[src/rtl/i2c_pkg.sv]
// Shared widths, timeout default and FSM encoding for the two-requester I2C arbiter.
package i2c_pkg;

  localparam int DEF_DATA_WIDTH     = 16;
  localparam int DEF_REGISTER_WIDTH = 16;
  localparam int DEF_ADDRESS_WIDTH  = 15;
  localparam int DEF_TIMEOUT_CYCLES = 1_000_000;

  typedef enum logic [1:0] {
    ST_IDLE      = 2'd0,
    ST_WAIT_BUSY = 2'd1,
    ST_RUN       = 2'd2,
    ST_RESP      = 2'd3
  } state_t;

  function automatic logic [1:0] idx_to_onehot(input logic idx);
    return idx ? 2'b10 : 2'b01;
  endfunction

endpackage

[src/rtl/rr_arb2.sv]
// Two-way round-robin grant; last_grant resets to 1 so requester 0 wins the first tie.
module rr_arb2
  import i2c_pkg::*;
(
  input  logic       clk,
  input  logic       reset,
  input  logic       en,
  input  logic [1:0] req,
  output logic [1:0] gnt,
  output logic       gnt_idx
);

  logic last_q, last_d;

  always_comb begin
    gnt_idx = 1'b0;
    case (req)
      2'b01:   gnt_idx = 1'b0;
      2'b10:   gnt_idx = 1'b1;
      2'b11:   gnt_idx = ~last_q;
      default: gnt_idx = 1'b0;
    endcase
    gnt    = (en && |req) ? idx_to_onehot(gnt_idx) : 2'b00;
    last_d = (en && |req) ? gnt_idx : last_q;
  end

  always_ff @(posedge clk or negedge reset) begin
    if (!reset) last_q <= 1'b1;
    else        last_q <= last_d;
  end

endmodule

[src/rtl/i2c_arbiter.sv]
// Shares one I2C master between two requesters; per-state timeout aborts a hung master.
//   state     | meaning
//   IDLE      | grant a requester, latch its request
//   WAIT_BUSY | enable high, waiting for master busy
//   RUN       | master busy, waiting for it to finish
//   RESP      | one-cycle rsp_valid pulse to the owner
module i2c_arbiter
  import i2c_pkg::*;
#(
  parameter int DATA_WIDTH     = DEF_DATA_WIDTH,
  parameter int REGISTER_WIDTH = DEF_REGISTER_WIDTH,
  parameter int ADDRESS_WIDTH  = DEF_ADDRESS_WIDTH,
  parameter int TIMEOUT_CYCLES = DEF_TIMEOUT_CYCLES
) (
  input  logic                        clk,
  input  logic                        reset,
  input  logic [1:0]                  req_valid,
  output logic [1:0]                  req_ready,
  input  logic [1:0]                  req_rw,
  input  logic [2*REGISTER_WIDTH-1:0] req_reg_addr,
  input  logic [2*ADDRESS_WIDTH-1:0]  req_dev_addr,
  input  logic [2*DATA_WIDTH-1:0]     req_wdata,
  output logic [1:0]                  rsp_valid,
  output logic [DATA_WIDTH-1:0]       rsp_rdata,
  output logic                        rsp_error,
  output logic                        m_enable,
  output logic                        m_read_write,
  output logic [DATA_WIDTH-1:0]       m_mosi_data,
  output logic [REGISTER_WIDTH-1:0]   m_register_address,
  output logic [ADDRESS_WIDTH-1:0]    m_device_address,
  input  logic [DATA_WIDTH-1:0]       m_miso_data,
  input  logic                        m_busy
);

  localparam int CNT_W = (TIMEOUT_CYCLES > 2) ? $clog2(TIMEOUT_CYCLES) : 1;
  localparam logic [CNT_W-1:0] CNT_LAST = CNT_W'(TIMEOUT_CYCLES - 1);

  state_t                    state_q, state_d;
  logic                      owner_q, owner_d;
  logic                      rw_q, rw_d;
  logic [DATA_WIDTH-1:0]     wdata_q, wdata_d;
  logic [REGISTER_WIDTH-1:0] reg_q, reg_d;
  logic [ADDRESS_WIDTH-1:0]  dev_q, dev_d;
  logic [CNT_W-1:0]          cnt_q, cnt_d;
  logic [DATA_WIDTH-1:0]     rdata_q, rdata_d;
  logic                      err_q, err_d;
  logic [1:0]                gnt;
  logic                      gnt_idx;
  logic                      timeout;

  rr_arb2 u_rr_arb2 (
    .clk     (clk),
    .reset   (reset),
    .en      (state_q == ST_IDLE),
    .req     (req_valid),
    .gnt     (gnt),
    .gnt_idx (gnt_idx)
  );

  assign timeout = (cnt_q == CNT_LAST);

  always_ff @(posedge clk or negedge reset) begin
    if (!reset) state_q <= ST_IDLE;
    else        state_q <= state_d;
  end

  // Timeout takes priority so a busy edge arriving on the terminal cycle still aborts.
  always_comb begin
    state_d = state_q;
    case (state_q)
      ST_IDLE:      if (|gnt) state_d = ST_WAIT_BUSY;
      ST_WAIT_BUSY: if (timeout) state_d = ST_RESP;
                    else if (m_busy) state_d = ST_RUN;
      ST_RUN:       if (timeout || !m_busy) state_d = ST_RESP;
      ST_RESP:      state_d = ST_IDLE;
      default:      state_d = ST_IDLE;
    endcase
  end

  always_comb begin
    req_ready          = gnt;
    m_enable           = (state_q == ST_WAIT_BUSY);
    rsp_valid          = (state_q == ST_RESP) ? idx_to_onehot(owner_q) : 2'b00;
    rsp_error          = err_q;
    rsp_rdata          = rdata_q;
    m_read_write       = rw_q;
    m_mosi_data        = wdata_q;
    m_register_address = reg_q;
    m_device_address   = dev_q;
  end

  always_comb begin
    owner_d = owner_q;
    rw_d    = rw_q;
    wdata_d = wdata_q;
    reg_d   = reg_q;
    dev_d   = dev_q;
    rdata_d = rdata_q;
    err_d   = err_q;
    if (state_q == ST_IDLE && |gnt) begin
      owner_d = gnt_idx;
      rw_d    = gnt_idx ? req_rw[1] : req_rw[0];
      wdata_d = gnt_idx ? req_wdata[DATA_WIDTH +: DATA_WIDTH] : req_wdata[0 +: DATA_WIDTH];
      reg_d   = gnt_idx ? req_reg_addr[REGISTER_WIDTH +: REGISTER_WIDTH]
                        : req_reg_addr[0 +: REGISTER_WIDTH];
      dev_d   = gnt_idx ? req_dev_addr[ADDRESS_WIDTH +: ADDRESS_WIDTH]
                        : req_dev_addr[0 +: ADDRESS_WIDTH];
    end
    if ((state_q == ST_WAIT_BUSY || state_q == ST_RUN) && state_d == ST_RESP) begin
      err_d   = timeout;
      rdata_d = (!timeout && rw_q) ? m_miso_data : '0;
    end
    if (state_d != state_q)
      cnt_d = '0;
    else if (state_q == ST_WAIT_BUSY || state_q == ST_RUN)
      cnt_d = cnt_q + CNT_W'(1);
    else
      cnt_d = cnt_q;
  end

  always_ff @(posedge clk or negedge reset) begin
    if (!reset) begin
      owner_q <= 1'b0;
      rw_q    <= 1'b0;
      wdata_q <= '0;
      reg_q   <= '0;
      dev_q   <= '0;
      cnt_q   <= '0;
      rdata_q <= '0;
      err_q   <= 1'b0;
    end else begin
      owner_q <= owner_d;
      rw_q    <= rw_d;
      wdata_q <= wdata_d;
      reg_q   <= reg_d;
      dev_q   <= dev_d;
      cnt_q   <= cnt_d;
      rdata_q <= rdata_d;
      err_q   <= err_d;
    end
  end

endmodule

[config.mk]
export PLATFORM = sky130hd
export DESIGN_NAME = i2c_arbiter
export DESIGN_NICKNAME = d
export VERILOG_FILES = /design/src/rtl/i2c_pkg.sv /design/src/rtl/rr_arb2.sv /design/src/rtl/i2c_arbiter.sv
export SDC_FILE = /design/constraint.sdc
export NUM_CORES = 1
export LEC_CHECK = 0
export BUFFER_PORTS_ARGS = -buffer_cell sky130_fd_sc_hd__buf_4
export CAP_MARGIN = 20
export CORE_MARGIN = 5
export CORE_UTILIZATION = 38
export CTS_CLUSTER_DIAMETER = 200
export CTS_CLUSTER_SIZE = 14
export DETAILED_ROUTE_END_ITERATION = 10
export PLACE_DENSITY_LB_ADDON = 0.08
export SYNTH_ARGS = -nofsm -noshare
export SYNTH_HDL_FRONTEND = slang
export SYNTH_SLANG_ARGS = --single-unit
[constraint.sdc]
create_clock -name clk -period 3.94 [get_ports clk]
set_input_delay 0.197 -clock clk [delete_from_list [all_inputs] [get_ports clk]]
set_output_delay 0.197 -clock clk [all_outputs]
set_load 0.005 [all_outputs]
==> flow_metrics.env, run 1 <==
export IMPL_highest_layer="met4"
export IMPL_cts_setup_buffers=0
export IMPL_cpMaxStageDelayCell="dfrtp_1"
export IMPL_maxCapViolations=0
export IMPL_dp_hpwl_mm=8.771
export IMPL_critical_path_buf_inv_count=3
export IMPL_switching_share_pct=36.28
export IMPL_insertion_delay_ns=0.35
export IMPL_wl_met2_mm=5.705
export IMPL_total_power_mw=3.989
export IMPL_fp_dieW_um=113.8
export IMPL_cp_top_family="buffers and inverters"
export IMPL_drt_wl_total_mm=11.77
export IMPL_synth_common_cells="dfrtp_1, inv_1, a222oi_1, nor3_1, nand2_1"
export IMPL_grt_max_degree=52
export IMPL_synth_top_area_cell="dfrtp_1"
export IMPL_synthArstFlopShare_pct=100.0
export IMPL_synth_nets=510
export IMPL_syn_area_um2=4098
export IMPL_synth_area_leaders="dfrtp_1, a222oi_1, inv_1"
export IMPL_yosys_warnings=0
export IMPL_clkPwrFrac_pct=16.9
export IMPL_worst_setup_path_type="flop to output port"
export IMPL_grt_overflow=0
export IMPL_areaGrowthSynthToFinish_pct=43.97
export IMPL_wl_met3_mm=1.214
export IMPL_antennaDiodeCount=0
export IMPL_fillers=974
export IMPL_cts_root_buffer="clkbuf_8"
export IMPL_crit_path_start_kind="flop"
export IMPL_dieHeight_um=113.8
export IMPL_cts_resized=0
export IMPL_numCtsBuffers=9
export IMPL_yosys_area_top_type_share_pct=53.74
export IMPL_synthFlopType="dfrtp_1"
export IMPL_comb_power_share_pct=46.6
export IMPL_antenna_left=0
export IMPL_seq_area_frac_synth_pct=54.38
export IMPL_cp_required_ns=3.74
export IMPL_ir_drop_uv=293.0
export IMPL_clk_pin_slew_ns=0.09
export IMPL_grt_pass1_wl_mm=18.80
export IMPL_cts_sinks=89
export IMPL_final_max_slew_viol_count=0
export IMPL_setup_viol=0
export IMPL_core_um2=10700
export IMPL_ys_ff_latch=89
export IMPL_portBuffers=186
export IMPL_antenna_found_initial=0
export IMPL_synth_most_common_cell="dfrtp_1"
export IMPL_critPathMaxStageDelay_ns=0.45
export IMPL_first_iter_violations=354
export IMPL_via_per_inst=5.195
export IMPL_avgSynthCellArea_um2=10.56
export IMPL_rsz0062_at_grt="no"
export IMPL_fin_tns_setup_ns=0
export IMPL_p_int_mw=2.542
export IMPL_sequentialPowerShare_pct=36.5
export IMPL_via_count=3704
export IMPL_grt_pass1_vias=3675
export IMPL_worst_pin_slew_ns=0.6649
export IMPL_cts_tree="built"
export IMPL_cts_buffer_depth=2
export IMPL_synth_cell_types=39
export IMPL_drive_above_1_share_pct=37.17
export IMPL_h_tree_depth=3
export IMPL_dieArea_um2=12960
export IMPL_synth_cells=388
export IMPL_relSlewSlack_pct=55.68
export IMPL_synth_edf_count=0
export IMPL_nets=691
export IMPL_crit_path_start="state_q[0]$_DFF_PN0_"
export IMPL_drc=0
export IMPL_initial_utilization_pct=38.30
export IMPL_first_pass_iters=7
export IMPL_finalWeightedCongestion=0.8008
export IMPL_finalHoldViolations=0
export IMPL_arrival_ns=2.55
export IMPL_r2r_start="state_q[0]$_DFF_PN0_"
export IMPL_crit_chain="inv_1, ha_1, nand2_1, a21oi_4, buf_4, buf_4"
export IMPL_rows=38
export IMPL_crit_fanout=36
export IMPL_crit_top_cell="buf_4"
export IMPL_cp_end_kind="output port"
export IMPL_powerDensity_nw_per_um2=676.2
export IMPL_p_leak_nw=3.091
export IMPL_ff2ff_setup_slack_ns=1.38
export IMPL_drt_met1_wl_mm=4.793
export IMPL_clock_fmax_ghz=0.3640
export IMPL_finalCriticalPeriod_ns=2.747
export IMPL_holdCritPathClass="input pin to flop"
export IMPL_min_from="req_dev_addr[23]"
export IMPL_grt_use_total_pct=18.09
export IMPL_skew_ns=0.01030
export IMPL_routedWlPerCell_um=16.51
export IMPL_io_pins=187
export IMPL_period_share_pct=69.73
export IMPL_switchingPower_mw=1.447
export IMPL_status="finished, final reports clean"
-- tightest hold or removal path: cells and delay by family --
kind / cells / cell delay (ns)
AO/OA/AOI/OAI: 1 / 0.05
buffers and inverters: 2 / 0.13
-- repair_timing --
item / in CTS / in global routing
endpoints found under the setup margin: 0 / 0
endpoints found under the hold margin: 50 / 0
hold buffers: 1 / 0
-- metal layers --
metal,global-route usage [%],vias up
met5,0,-
met2,28.19,161
met3,7.056,4
met4,4.038,0
li1,-,1745
met1,24.04,1794
-- sequential cells by signal, indices dropped and copies added, names as in the netlist --
register / cells
cnt_q: 20
m_device_address: 15
m_mosi_data: 16
m_read_write: 1
m_register_address: 16
owner_q: 1
rsp_error: 1
rsp_rdata: 16
state_q: 2
u_rr_arb2.last_q: 1
-- cells by family (layout without fill, tap and decap cells) --
| group | count (synthesis) | after routing | share of synthesized area [%] |
|---|---|---|---|
| AO/OA/AOI/OAI | 62 | 62 | 13.98 |
| XOR/XNOR | 20 | 20 | 4.275 |
| adder cells (fa/ha/maj) | 5 | 5 | 1.527 |
| buffers and inverters | 96 | 281 | 9.160 |
| flip-flops | 89 | 89 | 54.38 |
| multiplexers | 19 | 19 | 4.672 |
| AND/OR/NAND/NOR | 97 | 97 | 12.00 |
-- worst paths after layout --
check / to / cells past startpoint
max in group asynchronous: u_rr_arb2.last_q$_DFFE_PN1N_ / 3
min: m_device_address[8]$_DFFE_PN0P_ / 3
max reg2reg: rsp_error$_DFFE_PN0P_ / 7
max: req_ready[1] / 6
min in group asynchronous: cnt_q[11]$_DFFE_PN0P_ / 2
min reg2reg: rsp_error$_DFFE_PN0P_ / 1
-- stage by stage --
| stage | hold slack, ns | std cells | util (%) | setup slack (ns) | area [um^2] |
|---|---|---|---|---|---|
| 4_1_cts | 0.03667 | 713 | 55.15 | 1.173 | 5899 |
| 3_3_place_gp | 0.2789 | 694 | 52.64 | 1.403 | 5632 |
| 3_5_place_dp | 0.2739 | 697 | 53.09 | 1.396 | 5679 |
| 5_1_grt | 0.03116 | 713 | 55.15 | 0.9932 | 5899 |
| 2_1_floorplan | -0.09859 | 388 | - | 1.799 | 4098 |
| 6_report | 0.05321 | 713 | 55.15 | 1.193 | 5899 |
-- cells in the final DEF (no fill, tap or decap), types with 10 or more instances in the layout --
cell type and n:
inv_1 71, nand2_1 28, xnor2_1 16, buf_4 192
clkbuf_8 10, nor3_1 30, mux2i_1 18, a222oi_1 48
dfrtp_1 88, nand3_1 11
-- final cells by class --
cell class	count	area [um^2]	share of cell area, %
sequential	89	2228	37.77
timing repair buffer	195	1491	25.28
tap	140	175.2	2.969
clock inverter	3	65.06	1.103
inverter	71	266.5	4.518
multi-input combinational	203	1528	25.90
clock buffer	12	145.1	2.460
-- power groups by stage --
stage | Sequential (mW) | Clock, mW | Combinational (mW)
final | 1.46 | 0.673 | 1.86
after CTS | 1.45 | 0.697 | 1.89
after floorplan | 1.45 | 0 | 0.982
after detailed placement | 1.46 | 0 | 1.90
after global placement | 1.46 | 0 | 1.82
after global routing | 1.50 | 0.741 | 2.05
Power figures use the tool's default switching activity.
==> run 2, diff against run 1 <==
Clock period 3.94 ns to 2.81 ns, I/O delays scaled along.
==> run 2 against run 1 <==
Sequential share of layout area down 3.7 points. Die area unchanged. Critical path type is now flop to flop. Wire length up 11%. Largest cell class unchanged.
==> flow_metrics.env, run 2 (same netlist as run 1, synthesis figures left out) <==
export IMPL_status="finished, final reports clean"
export IMPL_cp_required_ns=3.11
export IMPL_drive_above_1_share_pct=33.70
export IMPL_r2r_cells=8
export IMPL_final_max_slew_viol_count=0
export IMPL_regMostFlops="cnt_q"
export IMPL_ff2ff_setup_slack_ns=0.20
export IMPL_insertion_delay_ns=0.35
export IMPL_worstHoldPathCells=3
export IMPL_relSlewSlack_pct=49.16
export IMPL_setup_viol=0
export IMPL_grtUsageMet3_pct=7.427
export IMPL_antennaDiodeCount=0
export IMPL_dieHeight_um=113.8
export IMPL_cpMaxStageDelayCell="dlygate4sd3_1"
export IMPL_clk_pin_slew_ns=0.09
export IMPL_powerDensity_nw_per_um2=894.6
export IMPL_post_place_ws_ns=0.3480
export IMPL_dieArea_um2=12960
export IMPL_crit_chain="inv_1, ha_2, nand2_1, a21oi_4, buf_4, a222oi_1, dlygate4sd3_1, inv_1"
export IMPL_cts_root_buffer="clkbuf_8"
export IMPL_areaGrowthSynthToFinish_pct=59.51
export IMPL_p_leak_nw=3.331
export IMPL_fin_tns_setup_ns=0
export IMPL_period_share_pct=93.03
export IMPL_mostFrequentLayoutCells="buf_4, dfrtp_1, inv_1"
export IMPL_skew_ns=0.007430
export IMPL_grt_max_degree=59
export IMPL_ir_drop_uv=459.2
export IMPL_cts_sinks=89
export IMPL_via_per_inst=5.172
export IMPL_clock_fmax_ghz=0.3826
export IMPL_maxCapViolations=0
export IMPL_core_um2=10700
export IMPL_initial_utilization_pct=38.30
export IMPL_cp_end_kind="flop"
export IMPL_grt_use_total_pct=20.36
export IMPL_h_tree_depth=3
export IMPL_grt_pass1_vias=4185
export IMPL_crit_top_cell="inv_1"
export IMPL_io_pins=187
export IMPL_first_pass_iters=10
export IMPL_holdCritPathClass="input pin to flop"
export IMPL_grt_use_met1_pct=25.95
export IMPL_layout_commonest_cell="buf_4"
export IMPL_fp_dieW_um=113.8
export IMPL_worst_setup_path_type="flop to flop"
export IMPL_nets=758
export IMPL_largest_reg_flops=20
export IMPL_antenna_left=0
export IMPL_cts_buffer_depth=2
export IMPL_rsz0062_at_grt="no"
export IMPL_gr_usage_met2_pct=32.94
export IMPL_grt_overflow=0
export IMPL_drt_wl_total_mm=13.08
export IMPL_via_count=4039
export IMPL_finalCriticalPeriod_ns=2.614
export IMPL_routedWlPerCell_um=16.75
export IMPL_finalWeightedCongestion=0.7815
export IMPL_dp_hpwl_mm=8.671
export IMPL_grt_busiest_layer="met2"
export IMPL_cts_tree="built"
export IMPL_crit_fanout=49
export IMPL_rows=38
export IMPL_portBuffers=186
export IMPL_antenna_found_initial=0
export IMPL_grt_pass1_wl_mm=21.21
export IMPL_crit_path_start_kind="flop"
export IMPL_first_iter_violations=299
export IMPL_numCtsBuffers=9
export IMPL_worst_pin_slew_ns=0.7626
export IMPL_drc=0
export IMPL_critPathMaxStageDelay_ns=0.62
export IMPL_finalHoldViolations=0
export IMPL_arrival_ns=2.91
export IMPL_total_power_mw=5.847
export IMPL_fin_ws_ns=0.1960
-- run 2: critical path: cells and delay by family, from the launching register on --
kind	cells	cell delay, ns
AOI/OAI and AO/OA	2	0.34
adders and majority gates	1	0.34
buffers and inverters	4	1.30
DFF	1	0.44
and+or+nand+nor	1	0.12
-- run 2: through the flow --
step	area (um^2)	cells	utilization, %	hold WS [ns]
after floorplan	4098	388	-	-0.1551
after global placement	5654	697	52.85	0.2677
after detailed placement	5665	698	52.96	0.2727
after CTS	6524	780	60.98	0.00005168
after global routing	6536	781	61.10	0.001266
final	6536	781	61.10	0.01881
-- run 2: layout make-up --
class                           count  area [um^2]
Clock buffer                       12        145.1
Clock inverter                      4        52.55
Fill cell                         907         4161
Inverter                           71        266.5
Multi-Input combinational cell    203         1530
Sequential cell                    89         2228
Tap cell                          140        175.2
Timing Repair Buffer              262         2138
-- run 2: where the power goes --
part	internal [mW]	switching, mW	total (mW)
Combinational	1.53	1.38	2.91
Sequential	1.74	0.307	2.05
Clock	0.436	0.451	0.887
Total	3.71	2.14	5.85
-- run 2: path summary, 6_finish.rpt --
path | startpoint | end
setup / recovery | state_q[1]$_DFF_PN0_ | m_mosi_data[6]$_DFFE_PN0P_
hold / removal | req_dev_addr[12] | m_device_address[12]$_DFFE_PN0P_
setup reg to reg | state_q[1]$_DFF_PN0_ | m_mosi_data[6]$_DFFE_PN0P_
max in group asynchronous | reset | rsp_rdata[13]$_DFFE_PN0P_
hold reg to reg | owner_q$_DFFE_PN0P_ | owner_q$_DFFE_PN0P_
min in group asynchronous | reset | cnt_q[6]$_DFFE_PN0P_
-- run 2: timing repair --
| action | 4_1_cts | 5_1_grt |
|---|---|---|
| setup buffers | 0 | 0 |
| hold endpoints to repair | 102 | 1 |
| setup endpoints to repair | 0 | 18 |
| hold buffers | 66 | 1 |
| gates resized for setup | 0 | 1 |
-- run 2: metal layers --
metal | wire, um | vias to the layer above
met1 | 5258 | 1942
met3 | 1239 | 21
met5 | 0 | -
met4 | 240 | 0
met2 | 6346 | 199
li1 | - | 1877
==> run 3, diff against run 2 <==
Settings changed: REMOVE_ABC_BUFFERS from default to 1.
==> run 3 against run 2 <==
Design area is 0.21% lower. Hold slack worse by 0.0029 ns. Total power is 0.45% lower.
==> flow_metrics.env, run 3 (same netlist as run 1, synthesis figures left out) <==
export IMPL_r2r_cells=8
export IMPL_comb_power_share_pct=49.8
export IMPL_critical_path_buf_inv_count=4
export IMPL_post_place_ws_ns=0.3611
export IMPL_antennaDiodeCount=0
export IMPL_clk_pin_slew_ns=0.08
export IMPL_dieHeight_um=113.8
export IMPL_period_share_pct=92.14
export IMPL_portBuffers=186
export IMPL_cts_root_buffer="clkbuf_8"
export IMPL_rows=38
export IMPL_cpMaxStageDelayCell="dlygate4sd3_1"
export IMPL_crit_top_cell="inv_1"
export IMPL_worst_pin_slew_ns=0.7612
export IMPL_grt_pass1_vias=4293
export IMPL_clock_fmax_ghz=0.3862
export IMPL_drc=0
export IMPL_skew_ns=0.009241
export IMPL_relSlewSlack_pct=49.25
export IMPL_switching_share_pct=36.38
export IMPL_cts_buffer_depth=2
export IMPL_first_iter_violations=375
export IMPL_finalWeightedCongestion=0.8108
export IMPL_grt_use_total_pct=20.35
export IMPL_via_per_inst=5.127
export IMPL_min_from="req_reg_addr[15]"
export IMPL_rsz0062_at_grt="no"
export IMPL_insertion_delay_ns=0.36
export IMPL_setup_viol=0
export IMPL_holdPathEnd="m_register_address[15]$_DFFE_PN0P_"
export IMPL_switchingPower_mw=2.118
export IMPL_powerDensity_nw_per_um2=892.4
export IMPL_final_max_slew_viol_count=0
export IMPL_numCtsBuffers=9
export IMPL_finalCriticalPeriod_ns=2.589
export IMPL_p_int_mw=3.703
export IMPL_via_count=3999
export IMPL_worstHoldPathCells=3
export IMPL_fp_dieW_um=113.8
export IMPL_final_cells=780
export IMPL_drt_wl_total_mm=13.08
export IMPL_cts_tree="built"
export IMPL_clkPwrFrac_pct=15.0
export IMPL_arrival_ns=2.89
export IMPL_antenna_left=0
export IMPL_reg2reg_to="m_register_address[6]$_DFFE_PN0P_"
export IMPL_maxCapViolations=0
export IMPL_crit_chain="inv_1, ha_1, nand2_1, a21oi_4, buf_6, a222oi_1, dlygate4sd3_1, inv_1"
export IMPL_cp_end_kind="flop"
export IMPL_crit_fanout=49
export IMPL_status="finished, final reports clean"
export IMPL_dieArea_um2=12960
export IMPL_antenna_found_initial=0
export IMPL_regMostFlops="cnt_q"
export IMPL_cp_top_family="buffers and inverters"
export IMPL_grt_pass1_wl_mm=21.11
export IMPL_r2r_start="state_q[0]$_DFF_PN0_"
export IMPL_p_leak_nw=3.343
export IMPL_nets=757
export IMPL_layout_commonest_cell="buf_4"
export IMPL_cp_required_ns=3.11
export IMPL_io_pins=187
export IMPL_critPathMaxStageDelay_ns=0.62
export IMPL_dp_cells=699
export IMPL_worst_setup_path_type="flop to flop"
export IMPL_fin_ws_ns=0.2208
export IMPL_ir_drop_uv=439.2
export IMPL_drive_above_1_share_pct=33.75
export IMPL_first_pass_iters=10
export IMPL_sequentialPowerShare_pct=35.1
export IMPL_dp_hpwl_mm=8.647
export IMPL_finalHoldViolations=0
export IMPL_grt_overflow=0
export IMPL_h_tree_depth=3
export IMPL_largest_reg_flops=20
export IMPL_cts_sinks=89
export IMPL_mostFrequentLayoutCells="buf_4, dfrtp_1, inv_1"
export IMPL_routedWlPerCell_um=16.77
export IMPL_ff2ff_setup_slack_ns=0.22
export IMPL_initial_utilization_pct=38.30
export IMPL_fillers=907
export IMPL_crit_path_start_kind="flop"
export IMPL_grt_max_degree=60
export IMPL_areaGrowthSynthToFinish_pct=59.18
export IMPL_holdCritPathClass="input pin to flop"
export IMPL_core_um2=10700
run 3: layer usage:
| layer | vias up | global-route usage, % | part of all wire (%) |
|---|---|---|---|
| met3 | 27 | 6.207 | 9.5 |
| li1 | 1872 | - | - |
| met1 | 1917 | 25.27 | 40 |
| met2 | 183 | 32.98 | 48 |
| met5 | - | 0 | 0 |
| met4 | 0 | 8.630 | 2.8 |
run 3: how the worst max path moves through the flow:
stage | slack (ns) | cells past startpoint | startpoint | end
finish | 0.22 | 8 | state_q[0]$_DFF_PN0_ | m_register_address[6]$_DFFE_PN0P_
global route | 0.03 | 8 | state_q[0]$_DFF_PN0_ | m_register_address[6]$_DFFE_PN0P_
CTS | 0.15 | 8 | state_q[0]$_DFF_PN0_ | m_mosi_data[11]$_DFFE_PN0P_
detailed placement | 0.36 | 7 | state_q[0]$_DFF_PN0_ | rsp_rdata[1]$_DFFE_PN0P_
global placement | 0.48 | 7 | state_q[0]$_DFF_PN0_ | rsp_rdata[0]$_DFFE_PN0P_
floorplan | -0.42 | 6 | state_q[1]$_DFF_PN0_ | m_device_address[0]$_DFFE_PN0P_
run 3: worst register-to-register path: stages (launching register included):
cell           delay (ns)
dfrtp_1              0.45
inv_1                0.15
ha_1                 0.42
nand2_1              0.16
a21oi_4              0.13
buf_6                0.35
a222oi_1             0.20
dlygate4sd3_1        0.62
inv_1                0.06
run 3: final cells by class:
class | count | area [um^2] | area share [%]
multi-input cells | 203 | 1528 | 23.42
repair buffers | 261 | 2136 | 32.75
well taps | 140 | 175.2 | 2.686
inverters | 71 | 266.5 | 4.086
flip-flops and latches | 89 | 2228 | 34.16
clock inverters | 3 | 40.04 | 0.6138
clock buffers | 13 | 148.9 | 2.283
run 3: stage by stage:
step | total power, mW | hold slack [ns] | TNS, ns | area (um^2) | utilization (%)
2_1_floorplan | 3.324 | -0.1551 | -23.27 | 3989 | -
3_3_place_gp | 4.645 | 0.2614 | 0 | 5682 | 53.11
3_5_place_dp | 4.683 | 0.2698 | 0 | 5682 | 53.11
4_1_cts | 5.827 | 0.00001918 | 0 | 6511 | 60.87
5_1_grt | 6.237 | 0.003902 | 0 | 6523 | 60.97
6_report | 5.821 | 0.01586 | 0 | 6523 | 60.97
run 3: power groups by stage:
stage,Clock (mW),Combinational [mW],Sequential [mW]
after floorplan,0,1.29,2.04
after global placement,0,2.60,2.05
after detailed placement,0,2.64,2.04
after CTS,0.901,2.89,2.04
after global routing,0.959,3.18,2.09
final,0.875,2.90,2.04
run 3: repair_timing:
item	CTS	global route
hold buffers	64	0
buffers inserted	0	1
gates resized for setup	0	1
hold endpoints to repair	103	0
setup endpoints to repair	0	16
